**src/rtl/sb_cfg_pkg.sv**
```systemverilog
// Shared types and sizing helpers for the corner switch block configuration.
// Parity framing is selected by the SB_CFG_PARITY_EN macro in the top module.
package sb_cfg_pkg;

    typedef enum logic {
        SIDE_TOP   = 1'b0,
        SIDE_RIGHT = 1'b1
    } side_e;

    function automatic int sel_w(input int mux_size);
        return $clog2(mux_size);
    endfunction

    function automatic int cfg_bits(input int chan_w, input int mux_size);
        return 2 * chan_w * sel_w(mux_size);
    endfunction

endpackage

```
**src/rtl/sb_route_mux.sv**
```systemverilog
// One routing mux: combinational MUX_SIZE:1 select; selects past MUX_SIZE-1 drive 0.
module sb_route_mux #(
    parameter int MUX_SIZE = 4,
    parameter int SEL_W    = 2
) (
    input  logic [MUX_SIZE-1:0] in_i,
    input  logic [SEL_W-1:0]    sel_i,
    output logic                out_o
);

    always_comb begin
        out_o = 1'b0;
        for (int j = 0; j < MUX_SIZE; j++) begin
            if (sel_i == SEL_W'(j)) out_o = in_i[j];
        end
    end

endmodule

```
**src/rtl/sb_corner_param.sv**
```systemverilog
// Corner switch block: serial config chain with atomic frame commit driving 2*CHAN_W muxes.
// Define SB_CFG_PARITY_EN to append an even-parity bit to each frame and gate commits on it.
module sb_corner_param
    import sb_cfg_pkg::*;
#(
    parameter int CHAN_W       = 20,
    parameter int NUM_TOP_PINS = 1,
    parameter int NUM_RGT_PINS = 6,
    parameter int MUX_SIZE     = 4
) (
    input  logic                    prog_clk,
    input  logic                    prog_rst_n,
    input  logic                    ccff_en,
    input  logic                    ccff_head,
    output logic                    ccff_tail,
    input  logic [CHAN_W-1:0]       chany_top_in,
    input  logic [CHAN_W-1:0]       chanx_right_in,
    input  logic [NUM_TOP_PINS-1:0] top_pins,
    input  logic [NUM_RGT_PINS-1:0] right_pins,
    output logic [CHAN_W-1:0]       chany_top_out,
    output logic [CHAN_W-1:0]       chanx_right_out,
    output logic                    cfg_valid,
    output logic                    cfg_err
);

    localparam int SEL_W    = sel_w(MUX_SIZE);
    localparam int CFG_BITS = cfg_bits(CHAN_W, MUX_SIZE);
`ifdef SB_CFG_PARITY_EN
    localparam int PAR      = 1;
`else
    localparam int PAR      = 0;
`endif
    localparam int N        = CFG_BITS + PAR;
    localparam int CNT_W    = $clog2(N);

    logic [N-1:0]        sr_q, sr_d;
    logic [CNT_W-1:0]    cnt_q, cnt_d;
    logic                commit_q, commit_d;
    logic [CFG_BITS-1:0] act_q, act_d;
    logic                valid_q, valid_d;
    logic                frame_ok;

`ifdef SB_CFG_PARITY_EN
    logic err_q, err_d;

    // Even parity over the whole frame, parity bit included.
    assign frame_ok = ~(^sr_q);

    always_comb begin
        err_d = err_q;
        if (commit_q) err_d = ~frame_ok;
    end

    always_ff @(posedge prog_clk or negedge prog_rst_n) begin
        if (!prog_rst_n) err_q <= 1'b0;
        else             err_q <= err_d;
    end

    assign cfg_err = err_q;
`else
    assign frame_ok = 1'b1;
    assign cfg_err  = 1'b0;
`endif

    // commit_q is set by the edge that shifts the last bit, so the commit edge still sees
    // the completed frame in sr_q even if the next frame starts shifting on that same edge.
    always_comb begin
        sr_d     = sr_q;
        cnt_d    = cnt_q;
        commit_d = 1'b0;
        if (ccff_en) begin
            sr_d = {sr_q[N-2:0], ccff_head};
            if (cnt_q == CNT_W'(N - 1)) begin
                cnt_d    = '0;
                commit_d = 1'b1;
            end else begin
                cnt_d = cnt_q + 1'b1;
            end
        end
        act_d   = act_q;
        valid_d = valid_q;
        if (commit_q && frame_ok) begin
            act_d   = sr_q[PAR +: CFG_BITS];
            valid_d = 1'b1;
        end
    end

    always_ff @(posedge prog_clk or negedge prog_rst_n) begin
        if (!prog_rst_n) begin
            sr_q     <= '0;
            cnt_q    <= '0;
            commit_q <= 1'b0;
            act_q    <= '0;
            valid_q  <= 1'b0;
        end else begin
            sr_q     <= sr_d;
            cnt_q    <= cnt_d;
            commit_q <= commit_d;
            act_q    <= act_d;
            valid_q  <= valid_d;
        end
    end

    assign ccff_tail = sr_q[N-1];
    assign cfg_valid = valid_q;

    for (genvar m = 0; m < 2 * CHAN_W; m++) begin : g_mux
        localparam side_e SIDE = (m < CHAN_W) ? SIDE_TOP : SIDE_RIGHT;
        localparam int    I    = (m < CHAN_W) ? m : m - CHAN_W;
        logic [MUX_SIZE-1:0] mux_in;
        logic                mux_out;

        if (SIDE == SIDE_TOP) begin : g_top
            assign mux_in[0] = chanx_right_in[(I + 1) % CHAN_W];
            for (genvar j = 1; j < MUX_SIZE; j++) begin : g_pin
                assign mux_in[j] = top_pins[(I + j - 1) % NUM_TOP_PINS];
            end
            assign chany_top_out[I] = mux_out;
        end else begin : g_right
            assign mux_in[0] = chany_top_in[(I + CHAN_W - 1) % CHAN_W];
            for (genvar j = 1; j < MUX_SIZE; j++) begin : g_pin
                assign mux_in[j] = right_pins[(I + j - 1) % NUM_RGT_PINS];
            end
            assign chanx_right_out[I] = mux_out;
        end

        sb_route_mux #(
            .MUX_SIZE(MUX_SIZE),
            .SEL_W   (SEL_W)
        ) u_mux (
            .in_i (mux_in),
            .sel_i(act_q[m*SEL_W +: SEL_W]),
            .out_o(mux_out)
        );
    end

endmodule

```
**config.mk**
```make
export PLATFORM = sky130hd
export DESIGN_NAME = sb_corner_param
export DESIGN_NICKNAME = d
export VERILOG_FILES = /design/src/rtl/sb_cfg_pkg.sv /design/src/rtl/sb_route_mux.sv /design/src/rtl/sb_corner_param.sv
export SDC_FILE = /design/constraint.sdc
export NUM_CORES = 1
export LEC_CHECK = 0
export ABC_CLOCK_PERIOD_IN_PS = 1300
export BUFFER_PORTS_ARGS = -buffer_cell sky130_fd_sc_hd__buf_2
export CORE_UTILIZATION = 45
export DETAILED_ROUTE_END_ITERATION = 8
export PLACE_DENSITY = 0.74
export SLEW_MARGIN = 15
export SYNTH_ARGS = -nofsm -noshare
export SYNTH_HDL_FRONTEND = slang
export SYNTH_HIERARCHICAL = 1
export SYNTH_SLANG_ARGS = --single-unit
```
**constraint.sdc**
```tcl
create_clock -name prog_clk -period 1.3 [get_ports prog_clk]
set_clock_uncertainty 0.1 [all_clocks]
set_input_delay 0.065 -clock prog_clk [delete_from_list [all_inputs] [get_ports prog_clk]]
set_output_delay 0.065 -clock prog_clk [all_outputs]
set_load 0.05 [all_outputs]
```
==> results of run 1 <==
-- kinds of logic after synthesis --
kind of cell	Yosys count	share of synthesized area [%]
AO/OA/AOI/OAI	6	0.629
other	1	0.0496
flip-flops	169	56.0
multiplexers	200	35.8
adder cells (fa/ha/maj)	1	0.166
buffers and inverters	63	5.66
XOR/XNOR	3	0.348
AND/OR/NAND/NOR	16	1.41
-- placed cells by master, fill, tap and decap left out, types with 3 or more instances in the layout --
| cell type | n |
|---|---|
| nand2_1 | 3 |
| buf_6 | 41 |
| mux2_4 | 4 |
| buf_4 | 23 |
| dlygate4sd3_1 | 3 |
| buf_12 | 12 |
| buf_2 | 50 |
| dfrtp_1 | 168 |
| clkbuf_16 | 19 |
| bufinv_16 | 3 |
| clkinv_2 | 4 |
| mux2_2 | 156 |
| mux4_2 | 40 |
| clkinv_4 | 4 |
-- layer usage --
metal | track usage, % | wire [um]
met5 | 0 | 0
met4 | 6.27 | 132
met3 | 4.98 | 647
met2 | 27.2 | 6870
met1 | 22.4 | 6360
-- cell usage after synthesis --
| cell type | count |
|---|---|
| nand3_1 | 1 |
| a221oi_2 | 1 |
| nand4_4 | 1 |
| nor2_1 | 2 |
| ha_1 | 1 |
| mux4_2 | 40 |
| xnor2_1 | 1 |
| o21ai_0 | 1 |
| buf_2 | 15 |
| buf_4 | 44 |
| or2_2 | 1 |
| nand2_1 | 3 |
| nor3_1 | 2 |
| and3b_1 | 1 |
| o22ai_1 | 1 |
| buf_6 | 1 |
| nor3_2 | 1 |
| dfrtp_1 | 169 |
| nand4_1 | 1 |
| o311ai_0 | 1 |
| nand2b_1 | 1 |
| clkbuf_1 | 1 |
| mux2_2 | 160 |
| xor2_1 | 2 |
| a21o_1 | 1 |
| inv_1 | 2 |
| o21ai_1 | 1 |
| conb_1 | 1 |
| nand3b_1 | 1 |
| nor2b_1 | 1 |
-- final cells by class --
class	count	area, um^2
Fill cell	1258	7200
Sequential cell	169	4230
Multi-Input combinational cell	227	2930
Timing Repair Buffer	131	1200
Clock buffer	18	439
Tap cell	220	275
Clock inverter	14	173
Inverter	2	7.51
-- sequential cells by signal, indices dropped and copies added (netlist names) --
register	cells
commit_q	1
act_q	80
sr_q	80
cfg_valid	1
cnt_q	7
-- worst max-delay path: cells and delay by family, from the launching register on --
kind,cells,cell delay [ns]
buffers and inverters,1,0.18
muxes,1,0.56
DFF,1,0.38
-- per-stage QoR --
stage | power [mW] | worst slack (ns) | instance area, um^2 | utilization (%) | cells
finish | 13.1 | -0.393 | 9260 | 56.3 | 781
global route | 13.7 | -0.453 | 9260 | 56.3 | 781
CTS | 13.2 | -0.408 | 9130 | 55.4 | 770
detailed placement | 7.85 | -0.0997 | 8160 | 49.6 | 727
global placement | 7.73 | -0.0135 | 8160 | 49.6 | 727
floorplan | 7.30 | 0.0272 | 7560 | - | 459
-- path summary, 6_finish.rpt --
| path | start | slack, ns | cells past startpoint | to |
|---|---|---|---|---|
| hold reg to reg | cfg_valid$_DFFE_PN0P_ | 0.39 | 1 | cfg_valid$_DFFE_PN0P_ |
| min in group prog_clk | ccff_head | 0.33 | 3 | sr_q[0]$_DFFE_PN0P_ |
| hold / removal | prog_rst_n | 0.01 | 2 | act_q[20]$_DFFE_PN0P_ |
| setup reg to reg | commit_q$_DFF_PN0_ | -0.03 | 2 | act_q[62]$_DFFE_PN0P_ |
| setup / recovery | act_q[76]$_DFFE_PN0P_ | -0.39 | 2 | chanx_right_out[18] |
| max in group asynchronous | prog_rst_n | 0.51 | 3 | act_q[28]$_DFFE_PN0P_ |
-- where the power goes --
part / internal, mW / total (mW) / switching (mW)
clock network: 3.09 / 5.16 / 2.08
logic: 0.917 / 1.79 / 0.870
registers: 5.76 / 6.19 / 0.433
-- timing repair --
item,4_1_cts,5_1_grt
hold buffers,3,0
cloned,0,2
endpoints found under the setup margin,44,50
setup buffers,8,9
pin swaps,2,1
endpoints found under the hold margin,172,0
gates resized for setup,84,5
==> flow_summary.ini, run 1 <==
[power_and_ir_drop]
ir_drop_uv = 1040
power.leakage_nw = 4.43
power_per_cell_area_nw_per_um2 = 1420

[synthesis]
synth.distinct_cells = 30
synth_seq_cells = 169
synth_area_per_cell_um2 = 16.5
synth_area_leaders = dfrtp_1, mux2_2, mux4_2, buf_4, buf_2
synth_warnings = 6
synth_nets = 511
syn_inst = 459
yosysSeqAreaShare_pct = 56.0
netlist_area_um2 = 7560
synth_area_leader_cell = dfrtp_1
synth_top_area_share_pct = 56.0

[die]
fp.dieArea_um2 = 17300
initial_core_util_pct = 45.9
die_h_um = 132
die_w_um = 132
core-area_um2 = 16500
rows = 47
io-pin-count = 94

[timing]
fin_ws_ns = -0.393
tns_ns = -14.23
hold_ws_ns = 0.0132
fmax_mhz = 591
setup_violations = 74
rsz0062_at_grt = true
slew_violations = 0
fin_crit_ns = 1.69
final_min_period_over_clock_period_pct = 130
finalHoldViolCount = 0

[cts]
htreeDepth = 4
clkTransAtPathRegs_ns = 0.06
clock_latency_ns = 0.42
cts_tree = built
cts.sinks = 169
cts_made_buffers = 17
clock_path_buffers = 2
root_buffer = clkbuf_16

[critical_path]
required_ns = 1.13
crit_path_top_delay_cell = mux4_2
path_cells = mux4_2 > buf_6
crit_type = flip-flop to primary output
end_kind = primary output
worstPathArrival_ns = 1.53
cp_max_fo = 2
start_kind = flip-flop
max_stage_delay_ns = 0.56

[grt]
antenna_found_initial = 0
grt_pass1_wl_mm = 22.9
grt_use_total_pct = 17.1
grt_pass1_vias = 4403
grt_max_degree = 49
overflow = 0

[detailed_routing]
route.detailed.drc = 0
vias = 4122
ant_nets = 0
drt_wl_total_mm = 14.0
wire_per_inst_um = 17.9
post_drt_via_cell_ratio = 5.28
initialDrtViolationCount = 189
first_pass_iters = 4

[finish]
layout.nets = 600
drive_gt1_share_pct = 65.4
area_growth_pct = 22.6
insertedDiodeCount = 0

[place]
io_buffers = 92
hpwl_mm = 8.86
finalWeightedCongestion = 0.740

[job]
max-cap-violations = 0

[hold_path]
timing.hold.worst.class = input pin to async pin

[run_status]
violations = setup timing
status = finished with violations
(Power assumes the default switching activity.)
==> run 2: changes to the inputs <==
SYNTH_HIERARCHICAL = not set   (was 1)
==> flow_summary.ini, run 2 <==
[synthesis]
synth-edff-count = 0
synth_area_leaders = dfrtp_1, mux2_2, mux2_4, mux4_2, buf_4
synth_top_area_share_pct = 55.3
synth.top_cells.by_count = dfrtp_1, mux2_2, buf_4
synth.most_common_cell = dfrtp_1
synth_seq_cells = 169
synth.distinct_cells = 28
synthFlopType = dfrtp_1
synth_nets = 533
yosysSeqAreaShare_pct = 55.3
synth_warnings = 0
synth_area_per_cell_um2 = 15.9
synthArstFlopShare_pct = 100
netlist_area_um2 = 7640
synth_area_leader_cell = dfrtp_1
syn_inst = 481

[critical_path]
end_kind = primary output
start_kind = flip-flop
worstPathArrival_ns = 1.50
path_cells = mux4_2 > buf_6
crit_path_top_delay_cell = mux4_2
reg2regPathDepth = 3
max_stage_delay_ns = 0.54
required_ns = 1.13
crit_type = flip-flop to primary output
cp_max_fo = 2

[finish]
multi_input_area_um2 = 3140
seqCellArea_um2 = 4230
layout_common_cells = dfrtp_1, mux2_2, mux2_4
fillers = 1252
mostFrequentLayoutCell = dfrtp_1
layout.nets = 619
finish.utilization_pct = 57.8
area_growth_pct = 25.5
drive_gt1_share_pct = 66.9
largestRegisters = act_q: 80 flops, sr_q: 80 flops, cnt_q: 7 flops
insertedDiodeCount = 0

[detailed_routing]
wire_per_inst_um = 18.3
route.detailed.drc = 0
ant_nets = 0
post_drt_via_cell_ratio = 5.19
vias = 4153
drt_wl_total_mm = 14.7
first_pass_iters = 4
initialDrtViolationCount = 140

[grt]
top_usage_layer = met2
antenna_found_initial = 0
grt_max_degree = 61
grt_pass1_vias = 4387
grt_util_met3_pct = 3.92
grt_use_met2_pct = 26.6
grt_use_total_pct = 16.9
overflow = 0
grt_pass1_wl_mm = 22.7
grt_util_met1_pct = 22.2

[run_status]
violations = hold timing, setup timing
status = finished with violations

[place]
io_buffers = 92
hpwl_mm = 8.87
finalWeightedCongestion = 0.743

[die]
io-pin-count = 94
core-area_um2 = 16600
die_w_um = 132
initial_core_util_pct = 46.1
die_h_um = 132
fp.dieArea_um2 = 17500
rows = 47

[cts]
cts.sinks = 169
htreeDepth = 4
cts_tree = built
clock_path_buffers = 2
clock_latency_ns = 0.43
root_buffer = clkbuf_16
ctsHoldBuffers = 3
clkTransAtPathRegs_ns = 0.06
cts_made_buffers = 17

[hold_path]
timing.hold.worst.class = input pin to async pin

[timing]
finalHoldViolCount = 24
setup_violations = 89
fin_ws_ns = -0.370
fmax_mhz = 599
slew_violations = 0
final_min_period_over_clock_period_pct = 128
rsz0062_at_grt = true
fin_crit_ns = 1.67
hold_ws_ns = -0.0242

[power_and_ir_drop]
ir_drop_uv = 1040
power.leakage_nw = 4.68
power_per_cell_area_nw_per_um2 = 1350
power_mw = 12.9

[job]
max-cap-violations = 0
## run 2: changes by cell type after synthesis, moves of 2 or more
cell      delta
mux2_1      +16
mux4_2      -20
mux2_2      -33
o31ai_1      +2
nor3_1       -2
buf_6       +12
mux2_4      +37
buf_2       -10
buf_4        -3
clkbuf_1     +3
nor2_1      +21
## run 2: final timing paths
path / startpoint / to / slack [ns]
setup / recovery: act_q[61]$_DFFE_PN0P_ / chanx_right_out[10] / -0.37
hold reg to reg: cfg_valid$_DFFE_PN0P_ / cfg_valid$_DFFE_PN0P_ / 0.39
hold / removal: prog_rst_n / act_q[68]$_DFFE_PN0P_ / -0.02
min in group prog_clk: ccff_head / sr_q[0]$_DFFE_PN0P_ / 0.34
setup reg to reg: commit_q$_DFF_PN0_ / act_q[16]$_DFFE_PN0P_ / -0.06
max in group asynchronous: prog_rst_n / act_q[32]$_DFFE_PN0P_ / 0.51
## run 2: report_power, final
| group | total (mW) | switching [mW] | internal, mW | leakage, nW |
|---|---|---|---|---|
| clock | 5.13 | 2.09 | 3.04 | 0.291 |
| combinational | 1.65 | 0.801 | 0.851 | 2.09 |
| sequential | 6.15 | 0.419 | 5.73 | 2.30 |
| total | 12.9 | 3.31 | 9.62 | 4.68 |
## run 2: cell type report
cell class | count | area share (%)
flip-flops and latches | 169 | 44.2
clock inverters | 14 | 1.80
clock buffers | 18 | 4.48
repair buffers | 131 | 13.9
multi-input cells | 247 | 32.8
inverters | 1 | 0.0391
well taps | 220 | 2.87
## run 2: cell families after synthesis
logic type / count (synthesis) / share of synthesized area [%]
buf+inv: 65 / 6.71
other cells: 1 / 0.0491
simple gates: 37 / 2.70
fa+ha+maj: 1 / 0.164
mux: 200 / 34.2
flops: 169 / 55.3
xor+xnor: 4 / 0.458
compound gates: 4 / 0.344
## run 2: worst max-delay path: cells and delay by family, from the launching register on
kind     cells  cell delay, ns
mux          1            0.54
flops        1            0.37
buf+inv      1            0.17
## run 2: metrics by stage
| stage | setup TNS (ns) | instances | setup slack [ns] | instance area, um^2 | hold slack [ns] |
|---|---|---|---|---|---|
| after floorplan | 0 | 481 | 0.0274 | 7640 | -0.331 |
| after global placement | 0 | 746 | 0.0381 | 8120 | -0.149 |
| after detailed placement | -0.0118 | 746 | -0.0118 | 8120 | -0.146 |
| after CTS | -13.65 | 785 | -0.395 | 9220 | -0.0384 |
| after global routing | -17.00 | 800 | -0.419 | 9590 | -0.0165 |
| final | -13.67 | 800 | -0.370 | 9590 | -0.0242 |
## run 2: repair_timing
item / CTS / global route
gates resized for setup: 137 / 36
cloned: 0 / 6
pin swaps: 19 / 13
setup endpoints to repair: 42 / 70
endpoints found under the hold margin: 175 / 24
setup buffers: 4 / 9
## run 2: routing by layer
layer,vias to the layer above,part of all wire (%)
met2,112,49
met3,23,4.0
li1,1850,-
met1,2168,44
met5,-,0
met4,0,2.2
==> run 3: changes to the inputs <==
CORE_ASPECT_RATIO = 1.4   (was not set)
==> flow_summary.ini, run 3 (synthesized netlist as in run 2, its figures left out) <==
[finish]
fillers = 1300
seqCellArea_um2 = 4230
largestRegisters = act_q: 80 flops, sr_q: 80 flops, cnt_q: 7 flops
insertedDiodeCount = 0
drive_gt1_share_pct = 66.6
multi_input_area_um2 = 3120
finalInstanceArea_um2 = 9560
finish.utilization_pct = 57.3
mostFrequentLayoutCell = dfrtp_1
layout_common_cells = dfrtp_1, mux2_2, mux2_4
fin_cells = 789
area_growth_pct = 25.1
layout.nets = 625

[power_and_ir_drop]
power_per_cell_area_nw_per_um2 = 1370
power_mw = 13.1
power.leakage_nw = 4.70
ir_drop_uv = 903

[cts]
cts.sinks = 169
cts_made_buffers = 17
clkTransAtPathRegs_ns = 0.06
root_buffer = clkbuf_16
cts_tree = built
htreeDepth = 4
clock_latency_ns = 0.42
clock_path_buffers = 2

[detailed_routing]
route.detailed.drc = 11
routedLengthMet1_mm = 6.17
routed-wl-met3_um = 504
initialDrtViolationCount = 141
ant_nets = 0
top_layer = met4
wire_per_inst_um = 18.3
vias = 4147
drt_wl_total_mm = 14.4
post_drt_via_cell_ratio = 5.26
met2_length_mm = 7.65
first_pass_iters = 8

[die]
core-area_um2 = 16700
die_w_um = 112
die_h_um = 156
rows = 56
fp.dieArea_um2 = 17500
initial_core_util_pct = 45.8
io-pin-count = 94

[timing]
slew_violations = 0
fin_ws_ns = -0.356
final_min_period_over_clock_period_pct = 127
fin_crit_ns = 1.66
fmax_mhz = 604
setup_violations = 81
rsz0062_at_grt = true
finalHoldViolCount = 0

[critical_path]
regToRegSetupSlack_ns = -0.07
end_kind = primary output
required_ns = 1.13
critPathTopFamily = multiplexers
worstPathArrival_ns = 1.49
crit_path_top_delay_cell = mux4_2
worst-path-buf-inv = 1
crit_type = flip-flop to primary output
start_kind = flip-flop
path_cells = mux4_2 > buf_6
max_stage_delay_ns = 0.54
cp_max_fo = 2

[grt]
grt_max_degree = 53
antenna_found_initial = 0
grt_pass1_vias = 4607
grt_pass1_wl_mm = 23.3
grt_use_total_pct = 17.0
overflow = 0

[place]
placedCellCount = 731
hpwl_mm = 8.97
finalWeightedCongestion = 0.800
io_buffers = 92
dpl_cell_area_um2 = 8090

[run_status]
violations = DRC, setup timing
status = finished with violations

[job]
max-cap-violations = 0

[hold_path]
timing.hold.worst.class = input pin to async pin
-- run 3: worst paths after layout --
kind	startpoint	end	cells after the start
setup / recovery	act_q[62]$_DFFE_PN0P_	chanx_right_out[11]	2
hold / removal	prog_rst_n	act_q[68]$_DFFE_PN0P_	2
setup reg to reg	commit_q$_DFF_PN0_	act_q[18]$_DFFE_PN0P_	3
hold reg to reg	cfg_valid$_DFFE_PN0P_	cfg_valid$_DFFE_PN0P_	1
max in group asynchronous	prog_rst_n	act_q[76]$_DFFE_PN0P_	3
min in group prog_clk	ccff_head	sr_q[0]$_DFFE_PN0P_	3
-- run 3: final cells by class --
| type | count | area share [%] |
|---|---|---|
| flip-flops and latches | 169 | 44.3 |
| inverters | 1 | 0.0393 |
| multi-input cells | 247 | 32.6 |
| well taps | 203 | 2.66 |
| repair buffers | 137 | 13.8 |
| clock inverters | 12 | 1.69 |
| clock buffers | 20 | 4.88 |
-- run 3: metal layers --
| layer | track usage (%) | vias to the layer above |
|---|---|---|
| li1 | - | 1862 |
| met1 | 20.7 | 2178 |
| met2 | 30.1 | 97 |
| met3 | 4.08 | 10 |
| met4 | 4.63 | 0 |
| met5 | 0 | - |
-- run 3: report_power, final --
group / internal (mW) / leakage, nW / switching [mW]
Sequential: 5.73 / 2.30 / 0.401
Clock: 3.21 / 0.305 / 2.05
Combinational: 0.871 / 2.10 / 0.817
-- run 3: per-stage QoR --
stage / setup slack (ns) / hold WS, ns / setup TNS (ns)
2_1_floorplan: 0.0274 / -0.331 / 0
3_3_place_gp: 0.0424 / -0.123 / 0
3_5_place_dp: -0.0540 / -0.116 / -0.0746
4_1_cts: -0.386 / 0.00136 / -13.33
5_1_grt: -0.431 / 0.0164 / -16.59
6_report: -0.356 / 0.0104 / -13.30
-- run 3: repair_timing --
action,in CTS,in global routing
resized for setup,136,33
buffers inserted,9,8
pin swaps,19,13
hold buffers,4,0
gates cloned,0,5
setup endpoints to repair,44,69
hold endpoints to repair,172,0
